## src/rtl/dmem_store_merge_ctrl_pkg.sv

```systemverilog
// Shared types and helpers for the data-memory store-merge controller:
// FSM encoding, byte-lane constants and funct3 legality/mask decode.
package dmem_store_merge_ctrl_pkg;

    localparam int DATA_W = 32;
    localparam int MASK_W = DATA_W / 8;

    typedef enum logic [2:0] {
        S_IDLE    = 3'd0,
        S_LD_WAIT = 3'd1,
        S_RMW_RD  = 3'd2,
        S_RMW_WR  = 3'd3,
        S_ERR     = 3'd4
    } state_t;

    localparam logic [2:0] FNC_LB  = 3'd0;
    localparam logic [2:0] FNC_LH  = 3'd1;
    localparam logic [2:0] FNC_LW  = 3'd2;
    localparam logic [2:0] FNC_LBU = 3'd4;
    localparam logic [2:0] FNC_LHU = 3'd5;
    localparam logic [2:0] FNC_SB  = 3'd0;
    localparam logic [2:0] FNC_SH  = 3'd1;
    localparam logic [2:0] FNC_SW  = 3'd2;

    function automatic logic fnc_legal(
        input logic       we,
        input logic [2:0] funct,
        input logic [1:0] off
    );
        logic ok;
        ok = 1'b0;
        if (we) begin
            case (funct)
                FNC_SB:  ok = 1'b1;
                FNC_SH:  ok = (off != 2'd3);
                FNC_SW:  ok = (off == 2'd0);
                default: ok = 1'b0;
            endcase
        end else begin
            case (funct)
                FNC_LB, FNC_LBU: ok = 1'b1;
                FNC_LH, FNC_LHU: ok = (off != 2'd3);
                FNC_LW:          ok = (off == 2'd0);
                default:         ok = 1'b0;
            endcase
        end
        return ok;
    endfunction

    function automatic logic [MASK_W-1:0] byte_mask(
        input logic [2:0] funct,
        input logic [1:0] off
    );
        logic [MASK_W-1:0] m;
        case (funct)
            FNC_SB:  m = 4'b0001 << off;
            FNC_SH:  m = 4'b0011 << off;
            default: m = 4'b1111;
        endcase
        return m;
    endfunction

endpackage

```

## src/rtl/dmem_store_merge_ctrl_store_byte_merge.sv

```systemverilog
// Byte-lane merge of new store data into the old memory word.
module store_byte_merge
    import dmem_store_merge_ctrl_pkg::*;
(
    input  logic [DATA_W-1:0] old_word,
    input  logic [DATA_W-1:0] new_word,
    input  logic [MASK_W-1:0] mask,
    output logic [DATA_W-1:0] merged
);

    always_comb begin
        merged = old_word;
        for (int i = 0; i < MASK_W; i++) begin
            if (mask[i]) begin
                merged[8*i +: 8] = new_word[8*i +: 8];
            end
        end
    end

endmodule

```

## src/rtl/dmem_store_merge_ctrl.sv

```systemverilog
// Memory-side load/store responder for a word-only SRAM; sub-word
// stores are turned into a read-modify-write pair.
module dmem_store_merge_ctrl
    import dmem_store_merge_ctrl_pkg::*;
#(
    parameter int ADDR_W = 12
) (
    input  logic              clk,
    input  logic              rst,
    input  logic              req_valid,
    output logic              req_ready,
    input  logic              req_we,
    input  logic [2:0]        req_funct,
    input  logic [31:0]       req_addr,
    input  logic [DATA_W-1:0] req_wdata,
    output logic              resp_valid,
    output logic [DATA_W-1:0] resp_rdata,
    output logic              resp_err,
    output logic              mem_en,
    output logic              mem_we,
    output logic [ADDR_W-1:0] mem_addr,
    output logic [DATA_W-1:0] mem_wdata,
    input  logic [DATA_W-1:0] mem_rdata
);

    state_t            state;
    state_t            state_nx;
    logic              accept;
    logic              legal;
    logic              is_sw;
    logic [ADDR_W-1:0] req_word;
    logic [ADDR_W-1:0] addr_q;
    logic [MASK_W-1:0] mask_q;
    logic [DATA_W-1:0] wdata_q;
    logic              ld_q;
    logic [DATA_W-1:0] rdata_q;
    logic [DATA_W-1:0] merged;
    logic              unused_addr_hi;

    // Upper address bits alias onto the SRAM; they are deliberately dropped.
    assign unused_addr_hi = ^req_addr[31:ADDR_W+2];

    assign req_word  = req_addr[ADDR_W+1:2];
    assign legal     = fnc_legal(req_we, req_funct, req_addr[1:0]);
    assign is_sw     = req_we && (req_funct == FNC_SW);
    assign req_ready = (state == S_IDLE) && !rst;
    assign accept    = req_valid && req_ready;

    store_byte_merge u_merge (
        .old_word (mem_rdata),
        .new_word (wdata_q),
        .mask     (mask_q),
        .merged   (merged)
    );

    always_ff @(posedge clk or posedge rst) begin
        if (rst) begin
            state <= S_IDLE;
        end else begin
            state <= state_nx;
        end
    end

    always_comb begin
        state_nx = state;
        unique case (state)
            S_IDLE: begin
                if (accept) begin
                    if (!legal) begin
                        state_nx = S_ERR;
                    end else if (!req_we || is_sw) begin
                        state_nx = S_LD_WAIT;
                    end else begin
                        state_nx = S_RMW_RD;
                    end
                end
            end
            S_RMW_RD:  state_nx = S_RMW_WR;
            S_LD_WAIT: state_nx = S_IDLE;
            S_RMW_WR:  state_nx = S_IDLE;
            S_ERR:     state_nx = S_IDLE;
            default:   state_nx = S_IDLE;
        endcase
    end

    always_ff @(posedge clk or posedge rst) begin
        if (rst) begin
            addr_q  <= '0;
            mask_q  <= '0;
            wdata_q <= '0;
            ld_q    <= 1'b0;
            rdata_q <= '0;
        end else begin
            if (accept) begin
                addr_q  <= req_word;
                mask_q  <= byte_mask(req_funct, req_addr[1:0]);
                wdata_q <= req_wdata;
                ld_q    <= !req_we;
            end
            if (state == S_LD_WAIT && ld_q) begin
                rdata_q <= mem_rdata;
            end
        end
    end

    always_comb begin
        mem_en     = 1'b0;
        mem_we     = 1'b0;
        mem_addr   = '0;
        mem_wdata  = '0;
        resp_valid = 1'b0;
        resp_err   = 1'b0;
        resp_rdata = rdata_q;
        unique case (state)
            S_IDLE: begin
                if (accept && legal) begin
                    mem_en    = 1'b1;
                    mem_we    = is_sw;
                    mem_addr  = req_word;
                    mem_wdata = is_sw ? req_wdata : '0;
                end
            end
            S_LD_WAIT: begin
                resp_valid = 1'b1;
                if (ld_q) begin
                    resp_rdata = mem_rdata;
                end
            end
            S_RMW_RD: begin
                mem_en    = 1'b1;
                mem_we    = 1'b1;
                mem_addr  = addr_q;
                mem_wdata = merged;
            end
            S_RMW_WR: begin
                resp_valid = 1'b1;
            end
            S_ERR: begin
                resp_valid = 1'b1;
                resp_err   = 1'b1;
            end
            default: begin
                mem_en = 1'b0;
            end
        endcase
    end

endmodule
```

## config.mk

```make
export PLATFORM = sky130hd
export DESIGN_NAME = dmem_store_merge_ctrl
export DESIGN_NICKNAME = d
export VERILOG_FILES = /design/src/rtl/dmem_store_merge_ctrl_pkg.sv /design/src/rtl/dmem_store_merge_ctrl_store_byte_merge.sv /design/src/rtl/dmem_store_merge_ctrl.sv
export SDC_FILE = /design/constraint.sdc
export NUM_CORES = 1
export LEC_CHECK = 0
export CORE_MARGIN = 4
export CORE_UTILIZATION = 43
export DETAILED_ROUTE_END_ITERATION = 10
export PLACE_DENSITY = 0.79
export SYNTH_ARGS = -nofsm -noshare
export SYNTH_HDL_FRONTEND = slang
export SYNTH_SLANG_ARGS = --single-unit
```

## constraint.sdc

```tcl
create_clock -name clk -period 6.3 [get_ports clk]
set_input_delay 0.945 -clock clk [delete_from_list [all_inputs] [get_ports clk]]
set_output_delay 0.945 -clock clk [all_outputs]
set_load 0.005 [all_outputs]
```

Word level (Yosys, flattened, before mapping)
Cells that the tools add are included.

Word-level logic and storage cells: 57. Input port bits: 103. Output and inout bits: 81. Register bits after elaboration: 84.

Reduce and logical (&&, ||, !) cells: 14. Equal/unequal tests: 10. Mux-type cells: 25. Shifts and indexed selects: 2.

Operator list (number): 32-bit two-way mux (4); 32-bit one-hot mux with 2 select lines (1); 8-bit two-way mux (4); 12-bit one-hot mux with 2 select lines (1); 12-bit two-way mux (1); 3-bit by 2-bit == test with 1-bit output, second input constant (3); 3-bit == test, second input constant (3); 4-bit one-hot mux with 2 select lines (1); 3-bit by 1-bit == test with 1-bit output, second input constant (2); 3-bit zero test (2); 3-bit two-way mux (2); 1-bit one-hot mux with 3 select lines (2); 3-bit one-hot mux with 2 select lines (1); 1-bit logical AND (5); 1-bit two-way mux (5); 2-bit != test, second input constant (2); 1-bit one-hot mux with 2 select lines (2); 2-bit OR reduction (2); 1-bit by 2-bit left shift with 4-bit output, first input constant (1); 2-bit by 2-bit left shift with 4-bit output, first input constant (1); 3-bit OR reduction (1); 1-bit zero test (2); 2-bit zero test (1); 2-bit two-way mux (1); 1-bit logical OR (1).

Depth between registers and ports, before layout
Gate-level depths: netlist (run 1).

Word-level depth: 7. Depth in mapped cells: 5. Gate-level depth less buffers: 3.

Modules after synthesis
A second synthesis (run 1) with hierarchy kept.

Cells, all modules: 459. Area total of the unflattened synthesis: 5261.3 µm².

By module, submodules not included: dmem_store_merge_ctrl (seq. area each 2102.0 µm², area each 4735.8 µm², times used 1, cells an instance 423); store_byte_merge (seq. area each 0.0 µm², area each 525.5 µm², times used 1, cells an instance 36).

Least setup slack after synthesis (run 1)
Ideal clock, no wire load.

Path type: input port to output port. From: input port rst. To: output port mem_wdata[0]. Slack: 3.451 ns. Stages: 4. Required time: 5.355 ns. Buffers on the path: 1. Arrival time: 1.904 ns. Path through: nor4_4 > nand4_2 > clkbuf_1 > o31ai_1.

Word-level cells in the longest chain between the ends: 6.

RTL lines: start: declaration (RTL line dmem_store_merge_ctrl.sv:9) `input logic rst,`; 1-bit zero test (no line); 1-bit logical AND (RTL line dmem_store_merge_ctrl.sv:46) `assign req_ready = (state == S_IDLE) && !rst;`; 1-bit logical AND (RTL line dmem_store_merge_ctrl.sv:47) `assign accept = req_valid && req_ready;`; 1-bit logical AND (RTL line dmem_store_merge_ctrl.sv:116) `if (accept && legal) begin`; 32-bit two-way mux (RTL line dmem_store_merge_ctrl.sv:116); 32-bit one-hot mux with 2 select lines (RTL line dmem_store_merge_ctrl.sv:114) `unique case (state)`; end: declaration (RTL line dmem_store_merge_ctrl.sv:22) `output logic [DATA_W-1:0] mem_wdata,`.

Every way passes these cells.

Worst setup path in the final report (run 1)
From: input port req_funct[1]. To: output port mem_wdata[31].

Word-level cells in the longest chain between the ends: 7. Elaborated cells between the ends (all ways): 15. Classes of those cells: eq/ne (4); mux (6); reduce/logical (5).

RTL lines: start: declaration (RTL line dmem_store_merge_ctrl.sv:13) `input logic [2:0] req_funct,`; 3-bit by 1-bit == test with 1-bit output (tied with other cells) (RTL line dmem_store_merge_ctrl_pkg.sv:33, dmem_store_merge_ctrl_pkg.sv:40); 2-bit OR reduction (RTL line dmem_store_merge_ctrl_pkg.sv:40) `case (funct)`; 1-bit one-hot mux with 3 select lines (RTL line dmem_store_merge_ctrl_pkg.sv:40); 1-bit two-way mux (RTL line dmem_store_merge_ctrl_pkg.sv:32) `if (we) begin`; 1-bit logical AND (RTL line dmem_store_merge_ctrl.sv:116); 32-bit two-way mux * (RTL line dmem_store_merge_ctrl.sv:116); 32-bit one-hot mux with 2 select lines * (RTL line dmem_store_merge_ctrl.sv:114).

Every way passes the cells marked *; elsewhere a longest branch is shown, timed or not.

==> flow_summary.yaml, run 1 <==
placed_design:
  gp_congestion: 0.7515
  dp_hpwl_um: 8784
  placed_cells: 678
  port_buffers: 165
critical_path:
  cp_slowest_cell: "nand4_2"
  required_ns: 5.35
  crit_chain: "clkdlybuf4s50_1, nor3b_1, nand4_2, o31ai_1, clkdlybuf4s50_1"
  cp.arrival_ns: 3.93
  crit_top_cell: "clkdlybuf4s50_1"
  cp_num_buf_inv: 2
  cp_top_family: "simple AND/OR/NAND/NOR gates"
  worstReg2RegEnd: "wdata_q[16]"
  regToRegSetupSlack_ns: 3.54
  worstSetupStartpointType: "input pin"
  r2r_start: "state[2]"
  critPathCaptureType: "output pin"
  rr_worst_depth: 4
  crit_type: "in2out"
  slowest_delay_ns: 0.90
  crit_fanout: 33
floorplan:
  die_x_um: 112.6
  core-area_um2: 10510
  dieArea_um2: 12680
  ios: 184
  fp.dieH_um: 112.6
  row_count: 37
  start_util: 0.4477
layout:
  drive_gt1_frac: 0.2244
  num_antenna_cells: 0
  fillCellCount: 832
  finalNetCount: 656
  final_util: 0.6344
  final_cells: 693
  syn_to_final_growth_pct: 41.70
detailed_routing:
  routed_wl_um: 12310
  via_per_inst: 5.368
  drtPass1Iterations: 4
  drt_iter0_drc: 153
  wl_per_cell_um: 17.76
  drc_errors: 0
  dr_total_vias: 3720
  ant_nets: 0
job:
  max_cap_violations: 0
timing:
  rsz0062_at_grt: "no"
  skew_ns: 0.008882
  setup_violations: 0
  relSlewSlack: 0.2698
  whs_ns: 0.4866
  finalHoldViolCount: 0
  fmax_mhz: 205.0
  min_period_ns: 4.879
  setup_tns_ns: 0
  drv_slew: 0
  fin_crit_sh: 0.7744
  tightestPinTransition_ns: 1.093
worst_hold_path:
  min_path_cells: 1
  hp-start: "wdata_q[22]"
  hold_end: "wdata_q[22]"
  hold_class: "reg2reg"
pwr:
  p_total_mw: 2.338
  p_leak_nw: 2.701
  ir_worst_vdd_mv: 0.1895
  powerDensity_nw_per_um2: 350.7
clocking:
  cts_setup_buffers: 0
  cts_sinks: 84
  clk_path_buf_depth: 2
  clockRootBuffer: "clkbuf_8"
  clk_pin_slew_ns: 0.08
  htree_levels: 3
  post_cts_resized: 0
  cts_tree: "built"
  cts.hold.buffers_added: 0
  cts_buffers: 9
  insertion_delay_ns: 0.34
synth:
  synth_enable_flop_cells: 0
  ys_seq_elements: 84
  synth_cell_type_count: 30
  async_flop_share: 1.000
  synth_nets: 504
  syn_area_per_cell_um2: 11.73
  yosys_warnings: 0
  synth_area_leaders: "dfrtp_1 45%, mux2_2 23%, mux2_1 11%"
  synth_commonest_cells: "98 x mux2_2, 84 x dfrtp_1, 44 x mux2_1"
  yosys.area.top_type_share: 0.4468
  synth_cells: 401
  synth_area_leader_cell: "dfrtp_1"
  post-synth-top-count-cell: "mux2_2"
  syn_area_um2: 4705
  yosysSeqAreaShare: 0.4468
  synthFlopType: "dfrtp_1"
grt:
  grt_use_total: 0.1949
  grt_pass1_wl_um: 20220
  grt_max_degree: 51
  grt_remaining_overflow: 0
  grt_antenna_before_repair: 0
  grt_pass1_vias: 3985
outcome:
  status: "finished, final reports clean"
state kept, by name, summed over array words and instances (netlist names):
signal	cells
ld_q	1
mask_q	4
rdata_q	32
wdata_q	32
addr_q	12
state	3
worst reg2reg max path, stage by stage, from the launching register on:
cell and delay [ns]:
dfrtp_1 0.49, nor4_4 0.50, and2_2 0.83, buf_4 0.45, mux2_1 0.38
power breakdown:
part / internal [mW] / switching (mW)
Sequential: 0.770 / 0.134
Clock: 0.234 / 0.199
Combinational: 0.672 / 0.329
worst max-delay path by stage:
| stage | cells past startpoint | slack (ns) | startpoint | endpoint |
|---|---|---|---|---|
| 2_1_floorplan | 1 | 3.19 | rst | addr_q[0] |
| 3_3_place_gp | 5 | 1.44 | req_funct[1] | mem_wdata[17] |
| 5_1_grt | 5 | 1.19 | rst | mem_wdata[12] |
| 4_1_cts | 5 | 1.32 | rst | mem_wdata[12] |
| 6_report | 5 | 1.42 | req_funct[1] | mem_wdata[31] |
| 3_5_place_dp | 5 | 1.33 | rst | mem_wdata[12] |
final cells by class:
class / count / area, um2 / area share
clock inverter: 5 / 85.08 / 0.01276
inverter: 36 / 136.4 / 0.02046
clock buffer: 10 / 137.6 / 0.02065
sequential: 84 / 2102 / 0.3153
multi-input combinational: 252 / 2333 / 0.3500
timing repair buffer: 170 / 1702 / 0.2553
tap: 136 / 170.2 / 0.02553
through the flow:
stage,cell area (um2),worst slack [ns]
after detailed placement,6444,1.326
after CTS,6666,1.322
after global placement,6444,1.435
final,6666,1.421
after floorplan,4705,3.190
after global routing,6666,1.190
kinds of logic after synthesis:
group / count (synthesis) / share of synthesized area
buffers and inverters: 65 / 0.06197
and+or+nand+nor: 46 / 0.04761
muxes: 143 / 0.3420
DFF: 84 / 0.4468
AOI/OAI and AO/OA: 63 / 0.1016
metal layers:
layer,share of wire,global-route usage,vias to the layer above
li1,-,-,1745
met1,0.44,0.2479,1839
met2,0.49,0.3377,122
met3,0.057,0.04097,14
met4,0.014,0.04888,0
met5,0,0,-
cells in the final DEF, fill, tap and decap left out, types with 2 or more instances in the layout:
cell type        count
buf_4                4
a32o_1              12
clkdlybuf4s50_1    165
mux2_1              44
nor2_1               4
mux2_2              98
a21oi_1              4
inv_1               35
bufinv_16            2
dfrtp_1             84
clkbuf_8            10
o21ai_0              6
nand2_1             34
o31ai_1             33
a31oi_1              3
Power figures use the tool's default switching activity.
==> run 2, diff against run 1 <==
==> constraint.sdc (replaced) <==
create_clock -name clk -period 5 [get_ports clk]
set_input_delay 0.75 -clock clk [delete_from_list [all_inputs] [get_ports clk]]
set_output_delay 0.75 -clock clk [all_outputs]
set_load 0.005 [all_outputs]
==> run 2 against run 1 <==
Against the previous run: die area did not move; clock power rose by 12%; cell count rose by 0.58%; sequential power rose by 26%; design area fell by 0.21%; register-to-register slack got worse by 1.1 ns; critical path type unchanged; critical endpoint is now mem_we.
==> flow_summary.yaml, run 2 (synthesized netlist as in run 1, its figures left out) <==
clocking:
  htree_levels: 3
  cts_tree: "built"
  cts_setup_buffers: 0
  cts_sinks: 84
  clk_path_buf_depth: 2
  insertion_delay_ns: 0.35
  clk_pin_slew_ns: 0.08
  cts_buffers: 9
  post_cts_resized: 0
  clockRootBuffer: "clkbuf_8"
  cts.hold.buffers_added: 0
timing:
  setup_tns_ns: 0
  rsz0062_at_grt: "no"
  min_period_ns: 3.918
  drv_slew: 0
  finalHoldViolCount: 0
  tightestPinTransition_ns: 0.9396
  setup_violations: 0
  skew_ns: 0.005573
  worst_slack_ns: 1.082
  whs_ns: 0.4852
  relSlewSlack: 0.3729
  fmax_mhz: 255.2
  fin_crit_sh: 0.7837
worst_hold_path:
  hp-start: "wdata_q[25]"
  hold_class: "reg2reg"
pwr:
  ir_worst_vdd_mv: 0.2178
  p_leak_nw: 2.700
  powerDensity_nw_per_um2: 433.3
  p_total_mw: 2.883
outcome:
  status: "finished, final reports clean"
grt:
  grt_util_met3: 0.03989
  grt_antenna_before_repair: 0
  grt_use_total: 0.1991
  grt_max_degree: 51
  grt_pass1_vias: 4039
  met1_usage: 0.2588
  busiest_layer: "met2"
  grt_remaining_overflow: 0
  met2_usage: 0.3337
  grt_pass1_wl_um: 20460
placed_design:
  placed_cell_area_um2: 6461
  gp_congestion: 0.7650
  dp_slack_ns: 1.073
  dp_hpwl_um: 8953
  placed_cells: 682
  port_buffers: 165
critical_path:
  required_ns: 4.25
  crit_chain: "clkdlybuf4s50_1, a21oi_1, o211ai_1, buf_4, o21ai_0, clkdlybuf4s50_1"
  cp_slowest_cell: "o211ai_1"
  crit_top_cell: "clkdlybuf4s50_1"
  critPathCaptureType: "output pin"
  slowest_delay_ns: 0.59
  worstSetupStartpointType: "input pin"
  setup.worst_path.start: "req_addr[0]"
  crit_type: "in2out"
  crit_fanout: 29
  cp.arrival_ns: 3.17
  r2r_start: "state[2]"
detailed_routing:
  ant_nets: 0
  via_per_inst: 5.333
  wl_per_cell_um: 17.84
  dr_total_vias: 3717
  drt_iter0_drc: 143
  drtPass1Iterations: 4
  drc_errors: 0
  routed_wl_um: 12430
layout:
  drive_gt1_frac: 0.2282
  design_area_um2: 6653
  final_common_cell: "clkdlybuf4s50_1"
  fillCellCount: 858
  reg.largest.list: "rdata_q x32, wdata_q x32, addr_q x12"
  finalNetCount: 660
  most-common-layout-cells: "165 x clkdlybuf4s50_1, 98 x mux2_2, 84 x dfrtp_1, 44 x mux2_1, 35 x inv_1"
  syn_to_final_growth_pct: 41.41
  final_cells: 697
  num_antenna_cells: 0
  final_util: 0.6331
floorplan:
  die_x_um: 112.6
  dieArea_um2: 12680
  ios: 184
  start_util: 0.4477
  fp.dieH_um: 112.6
  core-area_um2: 10510
  row_count: 37
job:
  max_cap_violations: 0
-- run 2: worst paths after layout --
check                              end  cells past startpoint  slack, ns
max in group asynchronous     state[2]                      3       3.08
min reg2reg                wdata_q[25]                      1       0.49
max                             mem_we                      6       1.08
min                        wdata_q[25]                      1       0.49
max reg2reg                wdata_q[14]                      4       2.45
min in group asynchronous  rdata_q[27]                      2       0.94
-- run 2: layout make-up --
| cell class | count | area, um2 | area share |
|---|---|---|---|
| clock inverter | 4 | 50.05 | 0.007523 |
| tap | 136 | 170.2 | 0.02558 |
| timing repair buffer | 174 | 1719 | 0.2584 |
| clock buffer | 11 | 141.4 | 0.02125 |
| sequential | 84 | 2102 | 0.3160 |
| multi-input combinational | 252 | 2333 | 0.3508 |
| inverter | 36 | 136.4 | 0.02050 |
-- run 2: where the power goes --
part,internal (mW),switching (mW),total [mW]
combinational,0.846,0.414,1.26
sequential,0.970,0.170,1.14
clock,0.241,0.242,0.483
total,2.06,0.825,2.88
-- run 2: layer usage --
layer	up-vias	share of wire
li1	1746	-
met1	1841	0.44
met2	113	0.49
met3	17	0.056
met4	0	0.016
met5	-	0
-- run 2: worst max-delay path, delay by kind of cell --
family	cells	cell delay, ns
AO/OA/AOI/OAI	3	0.89
buffers and inverters	3	1.52
==> run 3, diff against run 2 <==
==> constraint.sdc (replaced) <==
create_clock -name clk -period 4.1 [get_ports clk]
set_input_delay 0.615 -clock clk [delete_from_list [all_inputs] [get_ports clk]]
set_output_delay 0.615 -clock clk [all_outputs]
set_load 0.005 [all_outputs]
==> run 3 against run 2 <==
Against the previous run: worst setup slack worse by 0.68 ns; first-iteration DRC count up 5.6%; sequential cell count unchanged; register-to-register slack worse by 0.74 ns; total power up 21%.
==> flow_summary.yaml, run 3 (synthesized netlist as in run 1, its figures left out) <==
floorplan:
  start_util: 0.4477
  core-area_um2: 10510
  dieArea_um2: 12680
  row_count: 37
  die_x_um: 112.6
  ios: 184
  fp.dieH_um: 112.6
grt:
  grt_antenna_before_repair: 0
  grt_max_degree: 51
  grt_use_total: 0.2017
  grt_remaining_overflow: 0
  grt_pass1_wl_um: 20550
  grt_pass1_vias: 3991
critical_path:
  crit_type: "in2out"
  crit_top_cell: "clkdlybuf4s50_1"
  crit_chain: "clkdlybuf4s50_1, o21ai_0, o211ai_1, buf_4, o31ai_1, clkdlybuf4s50_1"
  required_ns: 3.48
  r2r_start: "state[2]"
  cp_slowest_cell: "clkdlybuf4s50_1"
  setup.worst_path.start: "req_addr[0]"
  worstSetupStartpointType: "input pin"
  critPathCaptureType: "output pin"
  slowest_delay_ns: 0.58
  cp.arrival_ns: 3.09
  cp_top_family: "buffers and inverters"
  crit_fanout: 15
  cp_num_buf_inv: 3
clocking:
  cts_tree: "built"
  cts.hold.buffers_added: 0
  cts_setup_buffers: 0
  cts_sinks: 84
  clockRootBuffer: "clkbuf_8"
  insertion_delay_ns: 0.34
  post_cts_resized: 0
  clk_pin_slew_ns: 0.08
  clk_path_buf_depth: 2
  htree_levels: 3
  cts_buffers: 9
detailed_routing:
  drtPass1Iterations: 4
  dr_total_vias: 3671
  wl_met3_um: 738
  drt_iter0_drc: 151
  met1_length_um: 5543
  via_per_inst: 5.252
  maxUsedRoutingLayer: "met4"
  ant_nets: 0
  wl_per_cell_um: 17.90
  routed_wl_um: 12510
  dr_wl_met2_um: 6097
  drc_errors: 0
layout:
  syn_to_final_growth_pct: 41.81
  finalNetCount: 663
  final_common_cell: "clkdlybuf4s50_1"
  final_util: 0.6348
  drive_gt1_frac: 0.2327
  reg.largest.list: "rdata_q x32, wdata_q x32, addr_q x12"
  most-common-layout-cells: "165 x clkdlybuf4s50_1, 98 x mux2_2, 84 x dfrtp_1, 44 x mux2_1, 35 x inv_1"
  num_antenna_cells: 0
job:
  max_cap_violations: 0
timing:
  rsz0062_at_grt: "no"
  skew_ns: 0.006597
  fin_crit_sh: 0.9032
  tightestPinTransition_ns: 0.8331
  setup_tns_ns: 0
  finalHoldViolCount: 0
  setup_violations: 0
  drv_slew: 0
  relSlewSlack: 0.4421
  min_period_ns: 3.703
  worst_slack_ns: 0.3969
  fmax_mhz: 270.0
placed_design:
  dp_hpwl_um: 9127
  port_buffers: 165
  dp_slack_ns: 0.3592
  gp_congestion: 0.7648
pwr:
  ir_worst_vdd_mv: 0.2602
  p_total_mw: 3.477
  p_leak_nw: 2.720
  powerDensity_nw_per_um2: 521.2
outcome:
  status: "finished, final reports clean"
worst_hold_path:
  hold_class: "reg2reg"
  hp-start: "wdata_q[12]"
==> run 3: worst register-to-register path: stages, from the launching register on <==
cell and delay (ns):
dfrtp_1 0.49, nor4_4 0.49, and2_2 0.53, buf_4 0.40, mux2_1 0.37
==> run 3: layer usage <==
| metal | vias up | track usage |
|---|---|---|
| li1 | 1749 | - |
| met1 | 1786 | 0.2580 |
| met2 | 125 | 0.3393 |
| met3 | 11 | 0.05445 |
| met4 | 0 | 0.05048 |
| met5 | - | 0 |
==> run 3: final timing paths <==
check / endpoint / slack, ns / cells after the start
max in group asynchronous: rdata_q[8] / 2.69 / 3
hold / removal: wdata_q[12] / 0.49 / 1
setup / recovery: mem_wdata[28] / 0.40 / 6
hold reg to reg: wdata_q[12] / 0.49 / 1
min in group asynchronous: rdata_q[28] / 0.66 / 2
setup reg to reg: wdata_q[13] / 1.71 / 4
==> run 3: through the flow <==
stage | instances | cell area, um2 | hold WS (ns)
final | 699 | 6671 | 0.4864
after floorplan | 401 | 4705 | 0.4522
after CTS | 699 | 6671 | 0.4887
after global placement | 685 | 6496 | 0.4619
after global routing | 699 | 6671 | 0.5073
after detailed placement | 685 | 6496 | 0.4684
==> run 3: cell type report <==
cell class / count / area [um2]
Clock buffer: 12 / 165.2
Clock inverter: 2 / 10.01
Fill cell: 859 / 3837
Inverter: 36 / 136.4
Multi-Input combinational cell: 252 / 2333
Sequential cell: 84 / 2102
Tap cell: 136 / 170.2
Timing Repair Buffer: 177 / 1754
==> run 3: power by group <==
group	internal [mW]	switching, mW
registers	1.18	0.205
logic	1.04	0.510
clock network	0.261	0.277
total	2.49	0.992
